File: src/rtl/rf_writeback_queue.sv
// In-order writeback queue feeding the 32x32 register file write port, with
// youngest-value forwarding lookups. Define RF_WB_COALESCE_EN to merge back-to-back writes to the same rd.
module rf_writeback_queue #(
  parameter int unsigned n     = 32,
  parameter int unsigned DEPTH = 4
) (
  input  logic                     clk,
  input  logic                     rst,
  input  logic                     wb_valid,
  output logic                     wb_ready,
  input  logic [4:0]               wb_rd,
  input  logic [n-1:0]             wb_data,
  input  logic                     drain_en,
  output logic                     regWrite,
  output logic [4:0]               writeReg,
  output logic [n-1:0]             writeData,
  input  logic [4:0]               readReg1,
  input  logic [4:0]               readReg2,
  output logic                     fwd_hit1,
  output logic                     fwd_hit2,
  output logic [n-1:0]             fwd_data1,
  output logic [n-1:0]             fwd_data2,
  output logic [$clog2(DEPTH):0]   count,
  output logic                     empty
);

  localparam int unsigned PTR_W = $clog2(DEPTH);
  localparam int unsigned CNT_W = PTR_W + 1;

  logic [4:0]       rd_q   [DEPTH];
  logic [n-1:0]     data_q [DEPTH];
  logic [PTR_W-1:0] head_q, head_d, tail_q, tail_d;
  logic [CNT_W-1:0] count_q, count_d;
  logic [PTR_W-1:0] wr_idx, fidx;
  logic             not_empty, full, drain, ready, accept, enq, coal;
`ifdef RF_WB_COALESCE_EN
  logic [PTR_W-1:0] youngest;
`endif

  // Handshake, drain and pointer/count next-state
  always_comb begin
    not_empty = (count_q != '0);
    full      = (count_q == CNT_W'(DEPTH));
    drain     = !rst && not_empty && drain_en;
`ifdef RF_WB_COALESCE_EN
    youngest  = tail_q - PTR_W'(1);
    // The youngest entry cannot absorb a write while it is leaving as head.
    coal      = not_empty && (rd_q[youngest] == wb_rd) &&
                !(drain && (count_q == CNT_W'(1)));
    ready     = !rst && (!full || coal);
    wr_idx    = coal ? youngest : tail_q;
`else
    coal      = 1'b0;
    ready     = !rst && !full;
    wr_idx    = tail_q;
`endif
    accept    = wb_valid && ready && (wb_rd != 5'd0);
    enq       = accept && !coal;
    head_d    = head_q + PTR_W'(drain);
    tail_d    = tail_q + PTR_W'(enq);
    count_d   = count_q + CNT_W'(enq) - CNT_W'(drain);
  end

  always_ff @(posedge clk) begin
    if (rst) begin
      head_q  <= '0;
      tail_q  <= '0;
      count_q <= '0;
    end else begin
      head_q  <= head_d;
      tail_q  <= tail_d;
      count_q <= count_d;
    end
  end

  // Entry storage is not reset; validity is tracked by count alone
  always_ff @(posedge clk) begin
    if (accept) begin
      rd_q[wr_idx]   <= wb_rd;
      data_q[wr_idx] <= wb_data;
    end
  end

  // Forwarding: scan oldest to youngest so the last match wins
  always_comb begin
    fwd_hit1  = 1'b0;
    fwd_hit2  = 1'b0;
    fwd_data1 = '0;
    fwd_data2 = '0;
    fidx      = '0;
    for (int unsigned i = 0; i < DEPTH; i++) begin
      fidx = head_q + PTR_W'(i);
      if (CNT_W'(i) < count_q) begin
        if ((readReg1 != 5'd0) && (rd_q[fidx] == readReg1)) begin
          fwd_hit1  = 1'b1;
          fwd_data1 = data_q[fidx];
        end
        if ((readReg2 != 5'd0) && (rd_q[fidx] == readReg2)) begin
          fwd_hit2  = 1'b1;
          fwd_data2 = data_q[fidx];
        end
      end
    end
    if (rst) begin
      fwd_hit1  = 1'b0;
      fwd_hit2  = 1'b0;
      fwd_data1 = '0;
      fwd_data2 = '0;
    end
  end

  assign wb_ready  = ready;
  assign regWrite  = drain;
  assign writeReg  = rd_q[head_q];
  assign writeData = data_q[head_q];
  assign count     = count_q;
  assign empty     = rst || !not_empty;

endmodule

File: config.mk
export PLATFORM = sky130hd
export DESIGN_NAME = rf_writeback_queue
export DESIGN_NICKNAME = d
export VERILOG_FILES = /design/src/rtl/rf_writeback_queue.sv
export SDC_FILE = /design/constraint.sdc
export NUM_CORES = 1
export LEC_CHECK = 0
export ABC_AREA = 1
export CORE_UTILIZATION = 29
export CTS_CLUSTER_DIAMETER = 30
export DETAILED_ROUTE_END_ITERATION = 8
export PLACE_DENSITY_LB_ADDON = 0.08
export SYNTH_ARGS = -nofsm -noshare
export SYNTH_HDL_FRONTEND = slang
export SYNTH_SLANG_ARGS = --single-unit
File: constraint.sdc
create_clock -name clk -period 3.63 [get_ports clk]
set_input_delay 0.5445 -clock clk [delete_from_list [all_inputs] [get_ports clk]]
set_output_delay 0.5445 -clock clk [all_outputs]
set_load 0.01 [all_outputs]
==> flow_summary.json <==
{
  "path_class": "flip-flop to primary output",
  "fp.dieArea_um2": 42420,
  "syn-instance-count": 1866,
  "postSynth.topFlopCell": "edfxtp_1",
  "clock-root-buffer": "clkbuf_16",
  "starting_density_of_the_core_pct": 29.48,
  "maxClockFrequency_ghz": 0.2865,
  "synthDominantCellAreaShare_pct": 36.84,
  "sink_count_of_the_clock_tree": 155,
  "final_design_area_no_fill_um2": 15490,
  "ff2ff_setup_slack_ns": 1.22,
  "num_vias": 12290,
  "grt_pass1_vias": 11160,
  "grt_max_degree": 109,
  "synth_area_leader_cell": "edfxtp_1",
  "synth-async-reset-ratio_pct": 0,
  "p_per_area_nw_per_um2": 444.4,
  "hold_violations": 0,
  "required_ns": 3.09,
  "setup.worst_path.end_class": "primary output",
  "instance_area_after_placement_um2": 14620,
  "timing.final.max_slew_violations": 0,
  "numCtsBuffers": 17,
  "switchingPower_mw": 2.658,
  "final.setup_skew_ns": 0.007726,
  "finalCoreUtilization_pct": 37.85,
  "launch_point_of_the_worst_reg_to_reg_path": "count[1]",
  "worst_slew_margin_rel_pct": 42.96,
  "p_leak_nw": 6.701,
  "routedWlPerCell_um": 16.63,
  "globalplace.congestion": 0.8594,
  "detailedPlacementHpwl_mm": 28.16,
  "setup_viol": 0,
  "antenna_violating_nets_post_route": 0,
  "crit_chain": "buf_12 -> nand2_2 -> nand2_4 -> nand2_1 -> o21ai_2 -> xor2_1 -> nor2_1 -> nand2_2 -> nor2_4 -> buf_4 -> clkbuf_16 -> nor2_1 -> nand2_1 -> a21oi_2 -> dlygate4sd2_1",
  "cell_internal_pwr_mw": 4.226,
  "tns_ns": 0,
  "timing.reg2reg.worst_path_depth": 12,
  "cts_tree": "built",
  "synth.yosys.warnings": 0,
  "critical_path.max_stage_delay_ns": 0.44,
  "start_kind": "flip-flop",
  "crit-reg2reg-capture": "count[2]",
  "worstMarginPinSlew_ns": 0.8556,
  "arrival_ns": 2.95,
  "finalCritPeriodShare_pct": 96.16,
  "drt_via_density": 4.782,
  "track_usage_pct": 20.13,
  "outcome": "complete, no violations",
  "most_common_cell_in_the_netlist": "nand2_1",
  "hold_start": "rst",
  "synthesis.area_per_instance_um2": 6.465,
  "core.rowCount": 74,
  "preCtsSetupSlack_ns": -0.1031,
  "dr.pass1.iters": 5,
  "synth_fp_nets": 1924,
  "fp.dieH_um": 206.0,
  "critPathSlowestCell": "dfxtp_4",
  "switching_fraction_of_total_power_pct": 38.61,
  "critPathLaunch": "head_q[0]",
  "clock_insertion_delay_worst_skew_ns": 0.45,
  "power.share.combinational_pct": 41.3,
  "synth_area_um2": 12060,
  "setup_repair_after_global_routing_missed_its_margin": "yes",
  "layout-area-overhead-vs-synth_pct": 28.42,
  "number_of_drc_markers_after_the_initial_detailed_route_iteration": 809,
  "post_synthesis_sequential_element_count": 155,
  "sequentialPowerShare_pct": 30.5,
  "global_route_wire_length_before_repair_mm": 63.95,
  "finalWorstPathRequiredPeriod_ns": 3.491,
  "cts_buffer_depth": 2,
  "worst_hold_path_type": "input port to flip-flop",
  "design.core.area_um2": 40920,
  "dieWidth_um": 206.0,
  "layout_net_count": 2082,
  "post_cts_hold_buffer_count": 0,
  "clk_transition_reported_paths_ns": 0.07,
  "ir_drop_v": 0.0003690,
  "totalWireLength_mm": 42.74,
  "ys_top_cells_by_count": "nand2_1 (614), nor2_1 (301), o21ai_0 (228), inv_1 (178), edfxtp_1 (148)",
  "antenna_found_initial": 2,
  "max-cap-violations": 0,
  "grt_overflow_total": 0,
  "yosys.cell_types.count": 32,
  "clockPowerShare_pct": 28.2,
  "synth_seq_area_share_pct": 38.00,
  "post_synth_main_area_contributors": "edfxtp_1 (37%), nand2_1 (19%), o21ai_0 (9.5%)",
  "post_route_cells_drive_above_1_share_pct": 11.19,
  "drc": 0,
  "worstPathMaxFanout": 19,
  "io-pin-count": 160,
  "final_critical_path_setup_slack_ns": 0.1394,
  "htreeDepth": 4,
  "synth_edf_count": 148,
  "endpoint": "fwd_data2[13]",
  "placement.io_buffers": 159
}
-- metrics by stage --
step / power (mW) / instances / hold slack, ns
2_1_floorplan: 3.849 / 1866 / 0.5203
3_3_place_gp: 4.903 / 2519 / 0.5753
3_5_place_dp: 4.910 / 2519 / 0.5783
4_1_cts: 6.886 / 2556 / 0.4940
5_1_grt: 7.345 / 2569 / 0.5332
6_report: 6.884 / 2570 / 0.5160
-- power by group through the flow --
stage	Clock, mW	Sequential [mW]	Combinational, mW
3_5_place_dp	0	2.13	2.78
6_report	1.94	2.10	2.84
3_3_place_gp	0	2.13	2.77
5_1_grt	2.06	2.11	3.18
4_1_cts	1.99	2.09	2.80
2_1_floorplan	0	2.13	1.72
-- cell type report --
class                           count  area (µm²)
Clock buffer                       19       432.9
Sequential cell                   155        4593
Fill cell                        4354       25430
Inverter                          183       699.4
Clock inverter                     13       193.9
Timing Repair Buffer              259        2611
Multi-Input combinational cell   1408        6292
Antenna cell                        1       2.502
Tap cell                          532       665.6
-- logic make-up after synthesis --
family / share of synthesized area [%]
simple gates: 34.39
flops: 38.00
buf+inv: 11.41
fa+ha+maj: 0.7883
compound gates: 14.75
xor+xnor: 0.6535
-- cell usage in the layout (no fill, tap or decap), drive strengths merged --
| cell type | netlist | routed |
|---|---|---|
| ha | 6 | 6 |
| a31oi | 1 | 1 |
| clkdlybuf4s15 | 0 | 5 |
| o211ai | 2 | 2 |
| buf | 73 | 98 |
| diode | 0 | 1 |
| clkbuf | 48 | 46 |
| nor3b | 1 | 1 |
| clkinv | 0 | 2 |
| clkdlybuf4s50 | 0 | 92 |
| o21ai | 272 | 272 |
| a21oi | 67 | 67 |
| fa | 1 | 1 |
| dlymetal6s2s | 0 | 2 |
| dfxtp | 7 | 7 |
| bufbuf | 0 | 1 |
| xnor2 | 3 | 3 |
| nand4 | 2 | 2 |
| edfxtp | 148 | 148 |
| dlygate4sd2 | 0 | 34 |
| nand3 | 116 | 116 |
| a31o | 1 | 1 |
| bufinv | 0 | 4 |
| nand2 | 619 | 620 |
| clkinvlp | 0 | 6 |
| nor2 | 303 | 303 |
| xor2 | 6 | 6 |
| nor3 | 7 | 7 |
| inv | 183 | 184 |
-- worst min path at each step --
stage / endpoint / cells past startpoint
after floorplan: tail_q[1] / 2
final: count[2] / 2
after detailed placement: tail_q[1] / 2
after global routing: count[1] / 2
after global placement: tail_q[1] / 2
after CTS: count[0] / 2
-- state kept, by name, summed over array words and instances (netlist names) --
signal and cells:
data_q 128, count 3, head_q 2, rd_q 20, tail_q 2
-- worst max-delay path, delay by kind of cell, from the launching register on --
family          cells  cell delay (ns)
xor+xnor            1             0.09
simple gates        8             0.92
flops               1             0.44
buf+inv             4             0.86
compound gates      2             0.17
-- what timing repair did --
action | CTS | global route
cloned | 2 | 3
setup buffers | 3 | 10
pin swaps | 3 | 8
resized for setup | 90 | 82
setup endpoints to repair | 66 | 40
-- layer usage --
layer / wire, µm / part of all wire, % / track usage [%] / vias up
li1: - / - / - / 6276
met1: 20280 / 47 / 27.12 / 5657
met2: 19860 / 46 / 32.98 / 301
met3: 1816 / 4.2 / 2.901 / 53
met4: 773 / 1.8 / 6.460 / 2
met5: 9 / 0.021 / 0 / -
No activity file was read; power rests on OpenSTA's default activity.
